`config.mk`:
```
export PLATFORM = sky130hd
export DESIGN_NAME = shift_sequencer
export DESIGN_NICKNAME = d
export VERILOG_FILES = /design/src/rtl/shift_sequencer_pkg.sv /design/src/rtl/shift_stage.sv /design/src/rtl/shift_sequencer.sv
export SDC_FILE = /design/constraint.sdc
export NUM_CORES = 1
export LEC_CHECK = 0
export ABC_AREA = 1
export CAP_MARGIN = 40
export CORE_ASPECT_RATIO = 1.5
export CORE_MARGIN = 5
export CORE_UTILIZATION = 55
export DETAILED_ROUTE_END_ITERATION = 6
export HOLD_SLACK_MARGIN = 0.12
export PLACE_DENSITY_LB_ADDON = 0.25
export SYNTH_ARGS = -nofsm -noshare
export SYNTH_HDL_FRONTEND = slang
export SYNTH_SLANG_ARGS = --single-unit
```
`constraint.sdc`:
```
create_clock -name clk -period 3.3 [get_ports clk]
set_input_delay 0.495 -clock clk [delete_from_list [all_inputs] [get_ports clk]]
set_output_delay 0.495 -clock clk [all_outputs]
set_load 0.02 [all_outputs]
```
`src/rtl/shift_sequencer_pkg.sv`:
```
// shift_sequencer_pkg
//  Shared definitions for the multi-cycle shifter and the main control unit:
//  operation encodings, sequencer FSM states and a small op-decode helper.
//  No ports (package).
package shift_sequencer_pkg;

  // Operation encodings, shared with the main control unit.
  typedef enum logic [1:0] {
    OP_SLL = 2'b00,
    OP_SRL = 2'b01,
    OP_SRA = 2'b10,
    OP_RSV = 2'b11   // reserved, executes as SRL
  } op_e;

  // Sequencer FSM states.
  typedef enum logic [1:0] {
    S_IDLE  = 2'b00,
    S_SHIFT = 2'b01,
    S_DONE  = 2'b10
  } state_e;

  // True when the operation fills vacated positions with the sign bit.
  function automatic logic isArith(input logic [1:0] opCode);
    return (opCode == OP_SRA) ? 1'b1 : 1'b0;
  endfunction

  // True when the operation shifts towards the MSB.
  function automatic logic isLeft(input logic [1:0] opCode);
    return (opCode == OP_SLL) ? 1'b1 : 1'b0;
  endfunction

endpackage

```
`src/rtl/shift_stage.sv`:
```
// shift_stage
//  Combinational narrow shifter: moves 'operand' by 0..SHIFT_STEP positions.
//  Ports:
//   operand in  WIDTH  value to shift
//   op      in  2      SLL / SRL / SRA (reserved code behaves as SRL)
//   amt     in  AMT_W  positions to shift this step (0..SHIFT_STEP)
//   shifted out WIDTH  shifted value
module shift_stage
  import shift_sequencer_pkg::*;
#(
  parameter int WIDTH = 32,
  parameter int AMT_W = 4
) (
  input  logic [WIDTH-1:0] operand,
  input  logic [1:0]       op,
  input  logic [AMT_W-1:0] amt,
  output logic [WIDTH-1:0] shifted
);

  // Select the shift direction and fill for this step.
  always_comb begin
    shifted = operand;
    if (isLeft(op)) begin
      shifted = operand << amt;
    end else if (isArith(op)) begin
      shifted = WIDTH'($signed(operand) >>> amt);
    end else begin
      shifted = operand >> amt;
    end
  end

endmodule

```
`src/rtl/shift_sequencer.sv`:
```
// shift_sequencer
//  Multi-cycle 32-bit shift controller (SLL/SRL/SRA) that shifts at most
//  SHIFT_STEP positions per cycle through a narrow shift_stage.
//  Ports:
//   clk    in  1      rising-edge clock
//   rst_n  in  1      asynchronous active-low reset
//   start  in  1      request, accepted only while ready=1
//   op     in  2      00=SLL 01=SRL 10=SRA 11=SRL
//   A      in  WIDTH  operand
//   B      in  WIDTH  unsigned shift amount, saturates at WIDTH
//   ready  out 1      high in IDLE
//   busy   out 1      high in SHIFT and DONE
//   done   out 1      one-cycle pulse in DONE
//   result out WIDTH  shifted value, valid from done until the next accept
module shift_sequencer
  import shift_sequencer_pkg::*;
#(
  parameter int WIDTH      = 32,
  parameter int SHIFT_STEP = 8
) (
  input  logic             clk,
  input  logic             rst_n,
  input  logic             start,
  input  logic [1:0]       op,
  input  logic [WIDTH-1:0] A,
  input  logic [WIDTH-1:0] B,
  output logic             ready,
  output logic             busy,
  output logic             done,
  output logic [WIDTH-1:0] result
);

  // AW holds 0..WIDTH, SW holds 0..SHIFT_STEP.
  localparam int AW = $clog2(WIDTH) + 1;
  localparam int SW = $clog2(SHIFT_STEP) + 1;

  state_e           state_r;
  state_e           nextState_s;
  logic [WIDTH-1:0] data_r;
  logic [WIDTH-1:0] nextData_s;
  logic [AW-1:0]    rem_r;
  logic [AW-1:0]    nextRem_s;
  logic [1:0]       op_r;
  logic [1:0]       nextOp_s;
  logic [AW-1:0]    amt_s;
  logic [AW-1:0]    stepWide_s;
  logic [SW-1:0]    step_s;
  logic [AW-1:0]    remAfter_s;
  logic [WIDTH-1:0] stageOut_s;
  logic             ready_r;
  logic             busy_r;
  logic             done_r;
  logic [WIDTH-1:0] result_r;

  // Saturating amount: the full B register is compared, only the low bits are kept.
  always_comb begin
    amt_s = '0;
    if (B >= WIDTH) begin
      amt_s = AW'(WIDTH);
    end else begin
      amt_s = B[AW-1:0];
    end
  end

  // Per-cycle step is the smaller of the remaining amount and SHIFT_STEP.
  always_comb begin
    stepWide_s = rem_r;
    if (rem_r > AW'(SHIFT_STEP)) begin
      stepWide_s = AW'(SHIFT_STEP);
    end else begin
      stepWide_s = rem_r;
    end
    step_s     = stepWide_s[SW-1:0];
    remAfter_s = rem_r - stepWide_s;
  end

  shift_stage #(
    .WIDTH(WIDTH),
    .AMT_W(SW)
  ) uStage (
    .operand(data_r),
    .op     (op_r),
    .amt    (step_s),
    .shifted(stageOut_s)
  );

  // Next-state and next datapath values.
  always_comb begin
    nextState_s = state_r;
    nextData_s  = data_r;
    nextRem_s   = rem_r;
    nextOp_s    = op_r;
    case (state_r)
      S_IDLE: begin
        if (start) begin
          nextData_s = A;
          nextOp_s   = op;
          nextRem_s  = amt_s;
          if (amt_s == '0) begin
            nextState_s = S_DONE;
          end else begin
            nextState_s = S_SHIFT;
          end
        end else begin
          nextState_s = S_IDLE;
        end
      end
      S_SHIFT: begin
        nextData_s = stageOut_s;
        nextRem_s  = remAfter_s;
        if (remAfter_s == '0) begin
          nextState_s = S_DONE;
        end else begin
          nextState_s = S_SHIFT;
        end
      end
      S_DONE: begin
        nextState_s = S_IDLE;
      end
      default: begin
        nextState_s = S_IDLE;
      end
    endcase
  end

  // FSM state register.
  always_ff @(posedge clk or negedge rst_n) begin
    if (!rst_n) begin
      state_r <= S_IDLE;
    end else begin
      state_r <= nextState_s;
    end
  end

  // Datapath registers: working value, remaining amount, latched op.
  always_ff @(posedge clk or negedge rst_n) begin
    if (!rst_n) begin
      data_r <= '0;
      rem_r  <= '0;
      op_r   <= 2'b00;
    end else begin
      data_r <= nextData_s;
      rem_r  <= nextRem_s;
      op_r   <= nextOp_s;
    end
  end

  // Registered status outputs; result is captured as the FSM enters DONE so it
  // is already valid while done is high, and then holds through IDLE.
  always_ff @(posedge clk or negedge rst_n) begin
    if (!rst_n) begin
      ready_r  <= 1'b1;
      busy_r   <= 1'b0;
      done_r   <= 1'b0;
      result_r <= '0;
    end else begin
      ready_r <= (nextState_s == S_IDLE);
      busy_r  <= (nextState_s == S_SHIFT) || (nextState_s == S_DONE);
      done_r  <= (nextState_s == S_DONE);
      if (nextState_s == S_DONE) begin
        result_r <= nextData_s;
      end
    end
  end

  assign ready  = ready_r;
  assign busy   = busy_r;
  assign done   = done_r;
  assign result = result_r;

endmodule

```
==> results.json, run 1 <==
{
  "yosysWarnings": 0,
  "ys_top_cells_by_count": "nand2_1, nand3_1, dfrtp_1",
  "synth.distinct_cells": 35,
  "worst_slack_ns": 0.415,
  "synth_top_family_by_area": "simple AND/OR/NAND/NOR gates",
  "gp_congestion": 0.977,
  "grt_pass1_wl_um": 36800,
  "fmax_ghz": 0.347,
  "drcViolationCount": 0,
  "path_buf_inv": 1,
  "yosys.area.top_type_share_pct": 29.4,
  "ant_nets": 0,
  "worstSetupPathType": "flop to flop",
  "slew_headroom_pct": 60.5,
  "endpoint_kind": "flop",
  "crit_top_cell": "nand2_1",
  "grt_overflow_total": 0,
  "routed_wl_um": 22600,
  "synthTopCellsByArea": "dfrtp_1, nand2_1, nand3_1",
  "syn2layout_area_growth_pct": 22.6,
  "postLayoutCellArea_mm2": 0.00793,
  "critPathLaunchType": "flop",
  "cts_buffers": 9,
  "antenna_found_initial": 0,
  "port_buffers": 103,
  "synth.area.mux_share_pct": 0,
  "crit_fanout": 37,
  "synth_fp_nets": 1132,
  "place_area_mm2": 0.00760,
  "n_fill_cell": 1030,
  "rsz0062_at_grt": "false",
  "cp.required_ns": 3.55,
  "final_nets": 1208,
  "multi_input_area_mm2": 0.00398,
  "finalPower_mw": 8.60,
  "via_per_inst": 6.12,
  "cap_violations": 0,
  "die_w_um": 98.6,
  "post_cts_resized": 0,
  "worstMarginPinSlew_ns": 0.593,
  "num_antenna_cells": 0,
  "yosysMostFrequentCell": "nand2_1",
  "post-route-util_pct": 68.8,
  "drt_pre_antenna_iters": 6,
  "dpl_worst_slack_ns": 0.421,
  "setup_violations": 0,
  "async_flop_share_pct": 100,
  "die_h_um": 143,
  "row_count": 48,
  "dieArea_mm2": 0.0141,
  "synth_simple_gate_area_share_pct": 49.4,
  "register_area_mm2": 0.00193,
  "synth_compound_area_share_pct": 11.0,
  "drtIter0Drc": 1030,
  "pin_count": 104,
  "finalHoldViolations": 0,
  "grt_max_degree": 70,
  "maxSlewViolCount": 0,
  "start_util_pct": 56.1,
  "crit_arrival_ns": 3.13,
  "ir_drop_uv": 659,
  "setup-tns-final_ns": 0,
  "fin_crit_sh_pct": 87.4,
  "fin_skew_ns": 0.00957,
  "cts.repair_timing.setup_buffer_count": 0,
  "vias": 7891,
  "synth_xor_xnor_area_share_pct": 0.135,
  "drive_gt1_share_pct": 6.67,
  "cts_sinks": 77,
  "run_status": "completed",
  "synth_fa_ha_area_share_pct": 0.774,
  "synth_seq_cells": 77,
  "crit_path_top_delay_cell": "dfrtp_1",
  "r2r_cells": 15,
  "clk_latency_ns": 0.34,
  "netlist_instances": 1059,
  "path_delay_family": "simple AND/OR/NAND/NOR gates",
  "synth_ff_type": "dfrtp_1",
  "dpl.hpwl_um": 16400,
  "final.min_clock_period_ns": 2.88,
  "hp-class": "flop to flop",
  "path_depth": 15,
  "clockBufferDepth": 2,
  "yosysTopAreaCell": "dfrtp_1",
  "core_region_area_mm2": 0.0115,
  "cts_root_buffer": "clkbuf_16",
  "grt_util_all_layers_pct": 32.0,
  "crit_chain": "nor2_4 -> nand2_1 -> nand2_1 -> ha_1 -> a21oi_1 -> o21ai_1 -> nand2_1 -> xor2_1 -> nor2_1 -> nand2_1 -> o22ai_2 -> ha_1 -> buf_4 -> nor2_1 -> a31oi_1",
  "grt_pass1_vias": 7505,
  "cts_hold_buf": 1,
  "wl_per_cell_um": 17.5,
  "avgSynthCellArea_um2": 6.11,
  "p_leak_nw": 3.84,
  "htreeDepth": 3,
  "clkTransAtPathRegs_ns": 0.06,
  "hold_path_depth": 2,
  "synth-edff-count": 0,
  "ys_seq_area_share_pct": 29.8,
  "synth_area_mm2": 0.00647,
  "slowest_delay_ns": 0.43,
  "cts_tree": "built",
  "power_density_mw_per_mm2": 1080
}
==> worst reg2reg max path: cells and delay by family (launching register included) <==
family | cells | cell delay, ns
and+or+nand+nor | 7 | 0.93
DFF | 1 | 0.43
buffers and inverters | 1 | 0.36
adders and majority gates | 2 | 0.39
AOI/OAI and AO/OA | 4 | 0.51
xor gates and xnor gates | 1 | 0.17
==> cells by family (layout without fill, tap and decap cells) <==
kind of cell | Yosys count | after routing
other | 1 | 1
xor gates and xnor gates | 1 | 1
adders and majority gates | 4 | 4
DFF | 77 | 77
buffers and inverters | 131 | 212
and+or+nand+nor | 724 | 724
AOI/OAI and AO/OA | 121 | 121
==> per-layer routing <==
| metal | vias up | share of wire (%) | GRT usage, % |
|---|---|---|---|
| met5 | - | 0 | 0 |
| met4 | 0 | 4.2 | 14.2 |
| met3 | 90 | 9.3 | 4.84 |
| met2 | 457 | 46 | 51.8 |
| met1 | 3623 | 40 | 42.5 |
| li1 | 3721 | - | - |
==> sequential cells by signal, summed over array words and instances (netlist names) <==
name and count:
done 1, op_r 2, ready 1, result 32
data_r 32, state_r 2, busy 1, rem_r 6
==> area by class of cell <==
type / count / area share, %
clock inverters: 7 / 1.23
inverters: 66 / 3.12
clock buffers: 9 / 2.84
flip-flops and latches: 77 / 24.3
multi-input cells: 851 / 50.1
well taps: 150 / 2.37
repair buffers: 130 / 16.0
==> stage by stage <==
stage / hold slack, ns / std cells
after global routing: 0.505 / 1290
after floorplan: 0.199 / 1059
final: 0.481 / 1290
after CTS: 0.483 / 1290
after global placement: 0.462 / 1272
after detailed placement: 0.340 / 1273
==> layout by cell type, fill, tap and decap left out, drive strengths merged <==
cell and count:
a221oi 1, nand2 388, o22ai 4, buf 27
dfrtp 76, clkinvlp 2, nor3 2, inv 64
a21oi 45, o221ai 1, conb 1, dlygate4sd3 1
nor4 4, nand3 249, clkinv 5, bufinv 2
nand4 29, clkbuf 9, a31oi 7, nor2 52
o21ai 32, dfstp 1, xor2 1, o211ai 31
ha 4, clkdlybuf4s50 102
==> where the power goes <==
| part | total (mW) | internal (mW) | switching, mW | leakage, nW |
|---|---|---|---|---|
| logic | 5.89 | 1.90 | 3.99 | 2.72 |
| registers | 1.64 | 1.39 | 0.248 | 0.972 |
| clock network | 1.07 | 0.666 | 0.401 | 0.152 |
==> worst paths after layout <==
path                            start         end  slack (ns)
hold / removal             result[17]  result[17]        0.48
hold reg to reg            result[17]  result[17]        0.48
min in group asynchronous       rst_n    rem_r[2]        0.54
setup / recovery             rem_r[4]   result[7]        0.42
max in group asynchronous       rst_n       ready        2.18
setup reg to reg             rem_r[4]   result[7]        0.42
Note: power is estimated with default switching activity, not from simulation.
==> run 2, diff against run 1 <==
RECOVER_POWER = 50   (was unset)
SETUP_SLACK_MARGIN = 0.15   (was unset)
SKIP_LAST_GASP = 1   (was unset)
==> results.json, run 2 (synthesis gave the netlist of run 1 again) <==
{
  "worstMarginPinSlew_ns": 1.71,
  "ant_nets": 0,
  "antenna_found_initial": 0,
  "p_comb_share_pct": 68.4,
  "postLayoutCellArea_mm2": 0.00790,
  "crit_path_top_delay_cell": "clkbuf_1",
  "drtIter0Drc": 1013,
  "fin_skew_ns": 0.0105,
  "cts_root_buffer": "clkbuf_16",
  "final_nets": 1208,
  "worstSetupPathType": "flop to flop",
  "die_h_um": 143,
  "syn2layout_area_growth_pct": 22.1,
  "htreeDepth": 3,
  "wl_per_cell_um": 17.6,
  "cap_violations": 1,
  "final.min_clock_period_ns": 2.93,
  "dieArea_mm2": 0.0141,
  "grt_pass1_wl_um": 36800,
  "vias": 7924,
  "path_buf_inv": 5,
  "r2r_start": "state_r[1]",
  "pwr-share-clk_pct": 12.5,
  "core_region_area_mm2": 0.0115,
  "intPower_mw": 3.93,
  "num_antenna_cells": 0,
  "hp-class": "flop to flop",
  "post_cts_resized": 0,
  "gp_congestion": 0.977,
  "cts_tree": "built",
  "drcViolationCount": 0,
  "slew_headroom_pct": -14.1,
  "place_area_mm2": 0.00760,
  "port_buffers": 103,
  "maxSlewViolCount": 70,
  "cp.required_ns": 3.55,
  "grt_max_degree": 70,
  "ir_drop_uv": 658,
  "row_count": 48,
  "cts_sinks": 77,
  "power_density_mw_per_mm2": 1090,
  "fmax_ghz": 0.341,
  "holdWs_ns": 0.475,
  "routed_wl_um": 22700,
  "met3_wirelength_um": 2010,
  "finalHoldViolations": 0,
  "slowest_delay_ns": 0.54,
  "crit_chain": "nor2_1 -> buf_4 -> inv_1 -> nor2_2 -> clkbuf_1 -> inv_1 -> o22ai_2 -> ha_1 -> buf_4 -> nor2_1 -> a31oi_1",
  "rsz0062_at_grt": "false",
  "p_leak_nw": 3.86,
  "critPathLaunch": "state_r[1]",
  "clockBufferDepth": 2,
  "top_layer_used": "met4",
  "critPathLaunchType": "flop",
  "post-route-util_pct": 68.5,
  "crit_arrival_ns": 3.18,
  "p_seq_share_pct": 19.1,
  "grt_util_all_layers_pct": 32.0,
  "drt-met1-wl_um": 9130,
  "cts_buffers": 9,
  "clkTransAtPathRegs_ns": 0.06,
  "dpl.hpwl_um": 16400,
  "clk_latency_ns": 0.34,
  "n_fill_cell": 1036,
  "endpoint_kind": "flop",
  "fin_crit_sh_pct": 88.7,
  "switching_power_mw": 4.64,
  "via_per_inst": 6.14,
  "pin_count": 104,
  "grt_pass1_vias": 7505,
  "crit_fanout": 37,
  "dpl_worst_slack_ns": 0.421,
  "switching_share_pct": 54.1,
  "run_status": "complete, but fails checks",
  "start_util_pct": 56.1,
  "drt_pre_antenna_iters": 6,
  "drive_gt1_share_pct": 6.49,
  "final_cell_mix": "nand2_1, nand3_1, clkdlybuf4s50_1",
  "path_delay_family": "buffers and inverters",
  "die_w_um": 98.6,
  "grt_overflow_total": 0,
  "worst_slack_ns": 0.372,
  "min_from": "result[0]",
  "setup_violations": 0,
  "multi_input_area_mm2": 0.00398,
  "final_common_cell": "nand2_1",
  "wl_met2_um": 10600,
  "register_area_mm2": 0.00193,
  "violations": "max-capacitance violations, max-slew violations",
  "setup-tns-final_ns": 0,
  "cts.repair_timing.setup_buffer_count": 0
}
## run 2: power groups by stage
stage | registers (mW) | clock network [mW] | logic, mW
after floorplan | 1.78 | 0 | 3.76
after global placement | 1.63 | 0 | 5.65
after detailed placement | 1.63 | 0 | 5.71
after CTS | 1.63 | 1.08 | 5.76
after global routing | 1.69 | 1.12 | 6.41
final | 1.64 | 1.07 | 5.86
## run 2: stage by stage
stage | std cells | total power, mW
after global routing | 1290 | 9.21
after global placement | 1272 | 7.28
final | 1290 | 8.58
after floorplan | 1059 | 5.53
after detailed placement | 1273 | 7.34
after CTS | 1290 | 8.47
## run 2: cell type report
type / instances / area share [%]
Timing Repair Buffer: 130 / 15.7
Multi-Input combinational cell: 851 / 50.3
Clock buffer: 9 / 2.85
Tap cell: 150 / 2.38
Inverter: 66 / 3.14
Sequential cell: 77 / 24.4
Clock inverter: 7 / 1.24
## run 2: worst paths after layout
check | endpoint | slack [ns] | depth (start not counted)
max in group asynchronous | data_r[3] | 0.61 | 3
worst min register to register | result[0] | 0.48 | 2
worst max register to register | result[8] | 0.37 | 11
min in group asynchronous | rem_r[2] | 0.65 | 2
worst min-delay path | result[0] | 0.48 | 2
worst max-delay path | result[8] | 0.37 | 11
## run 2: per-layer routing
layer / vias up / GRT usage, %
met2: 447 / 51.8
li1: 3718 / -
met4: 0 / 14.2
met1: 3686 / 42.5
met5: - / 0
met3: 73 / 4.84
## run 2: tightest hold or removal path, stage by stage (launching register included)
cell and delay [ns]:
dfrtp_1 0.33, nand2_1 0.05, nand2_1 0.06
## run 2: repair_timing
item                                   in CTS  in global routing
hold buffers                                1                  0
endpoints found under the hold margin       8                  0
setup endpoints to repair                   0                  0
